**config.mk**
```make
export PLATFORM = sky130hd
export DESIGN_NAME = mesh_port_arbiter
export DESIGN_NICKNAME = d
export VERILOG_FILES = /design/src/rtl/mesh_arb_pkg.sv /design/src/rtl/mesh_port_arbiter_rr_pick.sv /design/src/rtl/mesh_port_arbiter.sv
export SDC_FILE = /design/constraint.sdc
export NUM_CORES = 1
export LEC_CHECK = 0
export BUFFER_PORTS_ARGS = -buffer_cell sky130_fd_sc_hd__clkbuf_2
export CAP_MARGIN = 15
export CORE_ASPECT_RATIO = 0.75
export CORE_MARGIN = 2
export CORE_UTILIZATION = 46
export DETAILED_ROUTE_END_ITERATION = 10
export PLACE_DENSITY = 0.83
export SYNTH_ARGS = -nofsm -noshare
export SYNTH_HDL_FRONTEND = slang
export SYNTH_HIERARCHICAL = 1
export SYNTH_SLANG_ARGS = --single-unit
```
**constraint.sdc**
```tcl
create_clock -name clk -period 4.75 [get_ports clk]
set_input_delay 0.7125 -clock clk [delete_from_list [all_inputs] [get_ports clk]]
set_output_delay 0.7125 -clock clk [all_outputs]
set_load 0.005 [all_outputs]
```
**src/rtl/mesh_arb_pkg.sv**
```systemverilog
// Shared types and constants for the mesh router output-port arbiter.
package mesh_arb_pkg;

  typedef enum logic {
    IDLE = 1'b0,
    XFER = 1'b1
  } arb_state_e;

  localparam int N_SRC_DEF   = 5;
  localparam int PCKG_SZ_DEF = 40;

  // Input FIFO index of each mesh neighbour and of the local terminal
  localparam int N    = 0;
  localparam int S    = 1;
  localparam int E    = 2;
  localparam int W    = 3;
  localparam int TERM = 4;

endpackage

```
**src/rtl/mesh_port_arbiter_rr_pick.sv**
```systemverilog
// Round-robin picker: first asserted request at or above ptr, wrapping.
module rr_pick #(
  parameter int N_SRC = 5,
  parameter int SRC_W = $clog2(N_SRC)
) (
  input  logic [N_SRC-1:0] req,
  input  logic [SRC_W-1:0] ptr,
  output logic [SRC_W-1:0] idx,
  output logic             hit
);

  localparam logic [SRC_W:0] N_L = (SRC_W+1)'(N_SRC);

  logic [2*N_SRC-1:0] dbl;
  logic [N_SRC-1:0]   rot;
  logic [SRC_W-1:0]   off;
  logic [SRC_W:0]     sum;

  // Rotate so ptr sits at bit 0, priority-encode, then rotate the index back
  always_comb begin
    dbl = {req, req};
    rot = dbl[ptr +: N_SRC];
    off = '0;
    hit = 1'b0;
    for (int i = N_SRC - 1; i >= 0; i--) begin
      if (rot[i]) begin
        off = SRC_W'(i);
        hit = 1'b1;
      end
    end
    sum = {1'b0, ptr} + {1'b0, off};
    idx = (sum >= N_L) ? SRC_W'(sum - N_L) : SRC_W'(sum);
  end

endmodule

```
**src/rtl/mesh_port_arbiter.sv**
```systemverilog
// Output-port scheduler: round-robin grant, bounded burst, registered push stage.
module mesh_port_arbiter
  import mesh_arb_pkg::*;
#(
  parameter int N_SRC     = N_SRC_DEF,
  parameter int pckg_sz   = PCKG_SZ_DEF,
  parameter int MAX_BURST = 4,
  parameter int SRC_W     = $clog2(N_SRC),
  parameter int CNT_W     = $clog2(MAX_BURST + 1)
) (
  input  logic                            clk,
  input  logic                            reset,
  input  logic [N_SRC-1:0]                pndng_i,
  input  logic [N_SRC-1:0][pckg_sz-1:0]   data_i,
  output logic [N_SRC-1:0]                pop_o,
  input  logic                            full_i,
  output logic                            push_o,
  output logic [pckg_sz-1:0]              data_o,
  output logic [N_SRC-1:0]                gnt_o,
  output logic                            busy_o
);

  localparam logic [SRC_W-1:0] LAST_SRC = SRC_W'(N_SRC - 1);
  localparam logic [CNT_W-1:0] LAST_CNT = CNT_W'(MAX_BURST - 1);

  arb_state_e       state, state_nx;
  logic [SRC_W-1:0] gnt_idx, gnt_nx;
  logic [SRC_W-1:0] ptr, ptr_nx;
  logic [CNT_W-1:0] cnt, cnt_nx;
  logic [SRC_W-1:0] pick_idx;
  logic             pick_hit;
  logic             head_pndng;
  logic             pop_en;
  logic             burst_end;

  rr_pick #(
    .N_SRC (N_SRC),
    .SRC_W (SRC_W)
  ) u_pick (
    .req (pndng_i),
    .ptr (ptr),
    .idx (pick_idx),
    .hit (pick_hit)
  );

  // Next-state, burst accounting and pop/grant decode
  always_comb begin
    head_pndng = pndng_i[gnt_idx];
    pop_en     = (state == XFER) && head_pndng && !full_i;
    // A stall with the source still pending keeps the grant; an empty head ends it
    burst_end  = (state == XFER) && (!head_pndng || (pop_en && (cnt == LAST_CNT)));

    state_nx = state;
    gnt_nx   = gnt_idx;
    ptr_nx   = ptr;
    cnt_nx   = cnt;

    case (state)
      IDLE: begin
        if (pick_hit) begin
          gnt_nx   = pick_idx;
          cnt_nx   = '0;
          state_nx = XFER;
        end
      end
      XFER: begin
        if (pop_en) begin
          cnt_nx = cnt + CNT_W'(1);
        end
        if (burst_end) begin
          state_nx = IDLE;
          cnt_nx   = '0;
          ptr_nx   = (gnt_idx == LAST_SRC) ? '0 : gnt_idx + SRC_W'(1);
        end
      end
      default: state_nx = IDLE;
    endcase

    pop_o = '0;
    gnt_o = '0;
    if (state == XFER) begin
      gnt_o[gnt_idx] = 1'b1;
      pop_o[gnt_idx] = pop_en;
    end
    busy_o = (state == XFER);
  end

  // State, grant, round-robin pointer and burst counter
  always_ff @(posedge clk) begin
    if (!reset) begin
      state   <= IDLE;
      gnt_idx <= '0;
      ptr     <= '0;
      cnt     <= '0;
    end else begin
      state   <= state_nx;
      gnt_idx <= gnt_nx;
      ptr     <= ptr_nx;
      cnt     <= cnt_nx;
    end
  end

  // Registered push stage; a packet popped in the reset cycle is dropped
  always_ff @(posedge clk) begin
    if (!reset) begin
      push_o <= 1'b0;
      data_o <= '0;
    end else begin
      push_o <= pop_en;
      if (pop_en) begin
        data_o <= data_i[gnt_idx];
      end
    end
  end

endmodule

```
==> reports/qor.txt <==
Sequential fraction of the synthesis area: 0.2170
Worst Hold Path EP: data_o[6]
Initial Utilization: 0.4794
DIE AREA: 11060 sq um
Residual DRC: 0
Arrival time at the worst endpoint: 4.12 ns
Fin. max-slew vios: 0
Comb pwr share: 0.573
Crit Path Class: reg2reg
Clk_lat worst skew: 0.28 ns
Clock power frac: 0.147
Post-synth top area share: 0.2170
Clock sink count: 51
Hold slack: 0.4577 ns
Syn Inst Count: 590
Die W: 120.8 um
Fmax: 0.2527 GHz
Via count: 5203
Max-Cap Viols: 0
CTS clk-pin slew, worst paths: 0.07 ns
Crit start category: register
Vias per cell: 5.559
Synth top cells by count: mux2i_1, nand2_1, dfxtp_1
Final setup fails: 0
Final instance area: 6106 sq um
Clock Root Buffer: clkbuf_16
Seq pwr share: 0.280
Remaining antenna violation count: 0
Final Hold Vio Count: 0
Vias in the first global route: 4746
HP Start: data_o[6]
Critical Path End Type: register
Slew HR: 0.2963
Syn. warnings: 6
Routed wire length: 15340 um
Worst endpoint required time: 4.91 ns
Syn-to-layout area delta: 29.79%
RR Startpoint: ptr[0]
Core area: 9813 sq um
Num rows: 31
Ports: 260
Wire per inst: 16.39 um
Post-synth cell types: 55
Worst slew pin tran: 1.056 ns
Psw: 1.103 mW
Largest net degree at the start of global routing: 70
Share of layout cells above drive strength 1: 0.3766
Crit share post-route: 0.8332
TritonCTS clock tree: built
Area leader, netlist: dfxtp_1
Buf/Inv on CP: 1
Detailed placement HPWL: 11360 um
Post-synthesis register bit count: 51
RSZ-0062 raised after global routing: false
GRT Residual Overflow: 0
CP Max Fanout: 15
CP Cell Sequence: nor2_1 > a311o_1 > o22ai_2 > a211oi_1 > a31o_1 > ha_1 > fa_1 > inv_1 > ha_1 > nor2b_1 > o21ai_1 > a211oi_1 > nor2_1 > xnor2_1 > mux2i_1 > nor2_1
H-tree depth: 2
Cell-internal power: 1.424 mW
DRT Pass-1 Iters: 5
Final Power: 2.528 mW
HP Class: reg2reg
EDFF count, synth: 0
Crit Reg-Reg Endpoint: gnt_idx[2]
Top post-synthesis cells by area: dfxtp_1, mux2i_1, nand2_1, nand3b_1, o21ai_0
Count of input and output buffers: 259
Die height: 91.58 um
Async set or reset register ratio after synthesis: 0
Post-Route Setup TNS: 0 ns
DP Area: 5944 sq um
Critical-path top delay cell: dfxtp_1
Flop2flop setup slack: 0.79 ns
Status: finished clean
# nets final: 1019
Slowest Stage Delay on Critical Path: 0.73 ns
Most frequent cell after synthesis: mux2i_1
DRT iter0 DRCs: 244
Post-CTS Hold Buffers: 0
Synth Cell Area: 4705 sq um
Lkg Pwr: 2.944 nW
Synth Flop Type: dfxtp_1
PostCTS Resize Cnt: 0
Syn avg cell area: 7.974 sq um
Global-route wire length before repair: 23040 um
Crit-path leading delay family: compound AO/OA/AOI/OAI gates
CTS Buf Count: 5
CP most frequent cell: nor2_1
Sw Ratio: 0.4365
Cell count of the worst reg-to-reg path: 16
Routability cong.: 0.8576
Clk_skew: 0.004014 ns
Peak supply drop: 227.1 uV
Initial antenna violation count: 2
Post-CTS Setup Repair Bufs: 0
WHS Path Cells: 2
GRT Total Usage: 0.2575
Syn Nets: 808
Clk buf depth: 2
Crit path time final: 3.958 ns
Power Dens Cells: 414.0 nW/um^2
how the worst max path moves through the flow:
stage                           from         end  slack [ns]  cells after the start
after floorplan           pndng_i[4]  gnt_idx[2]        1.14                     16
after global placement    pndng_i[4]  gnt_idx[2]        0.76                     17
after detailed placement  pndng_i[4]  gnt_idx[2]        0.65                     17
after CTS                     ptr[0]  gnt_idx[2]        0.83                     16
after global routing          ptr[0]  gnt_idx[2]        0.54                     16
final                         ptr[0]  gnt_idx[2]        0.79                     16
state kept, by name, summed over array words and instances, names as in the netlist:
name and flops:
busy_o 1, cnt 3, data_o 40, gnt_idx 3
ptr 3, push_o 1
through the flow:
| stage | utilization | cells | setup WS, ns |
|---|---|---|---|
| 6_report | 0.6222 | 936 | 0.7923 |
| 4_1_cts | 0.6217 | 934 | 0.8331 |
| 3_3_place_gp | 0.6058 | 926 | 0.7640 |
| 2_1_floorplan | - | 590 | 1.138 |
| 5_1_grt | 0.6222 | 936 | 0.5399 |
| 3_5_place_dp | 0.6058 | 926 | 0.6481 |
power by group through the flow:
stage,clock network (mW),logic (mW),registers [mW]
final,0.372,1.45,0.707
after global routing,0.405,1.59,0.727
after CTS,0.384,1.44,0.706
after detailed placement,0,1.44,0.715
after global placement,0,1.41,0.712
after floorplan,0,1.19,0.570
final cells by class:
class / count / area (sq um)
sequential: 51 / 1027
tap: 132 / 165.2
multi-input combinational: 462 / 3339
timing repair buffer: 268 / 1364
fill: 895 / 3707
inverter: 13 / 48.80
clock buffer: 8 / 156.4
antenna: 2 / 5.005
cell families after synthesis:
kind of cell	Yosys count	synth area share
simple gates	210	0.2572
compound gates	147	0.2138
mux	91	0.1992
buf+inv	77	0.07553
flops	51	0.2170
fa+ha+maj	10	0.02819
xor+xnor	4	0.009045
routing by layer:
metal | part of all wire | vias to the layer above | global-route usage
li1 | - | 2599 | -
met5 | 0 | - | 0
met4 | 0.018 | 0 | 0.07752
met2 | 0.50 | 192 | 0.4548
met1 | 0.42 | 2394 | 0.3171
met3 | 0.064 | 18 | 0.04648
layout by cell type (no fill, tap or decap), types with 2 or more instances in the layout:
| master | count |
|---|---|
| clkbuf_2 | 259 |
| mux2i_1 | 88 |
| nand2_1 | 78 |
| dfxtp_1 | 48 |
| o21ai_0 | 44 |
| nand3b_1 | 37 |
| a21oi_1 | 24 |
| and3_1 | 24 |
| o221ai_1 | 23 |
| nor2_1 | 22 |
| a211oi_1 | 19 |
| a21boi_0 | 17 |
| inv_1 | 13 |
| or4b_1 | 12 |
| or4b_2 | 11 |
| ha_1 | 9 |
| buf_4 | 9 |
| nor3_1 | 5 |
| nor2b_1 | 5 |
| clkbuf_16 | 5 |
| xnor2_1 | 3 |
| diode_2 | 2 |
| or2_1 | 2 |
| nand2b_1 | 2 |
| nor3_2 | 2 |
| nand3_1 | 2 |
| o22ai_1 | 2 |
| nor3b_1 | 2 |
| clkbuf_8 | 2 |
| dfxtp_2 | 2 |
| and2_1 | 2 |
| mux4_2 | 2 |
| o31ai_1 | 2 |
worst min-delay path, cell delays in order (launching register included):
cell     delay [ns]
dfxtp_1        0.31
nand2_1        0.05
mux2i_1        0.05
Power figures use the tool's default switching activity.
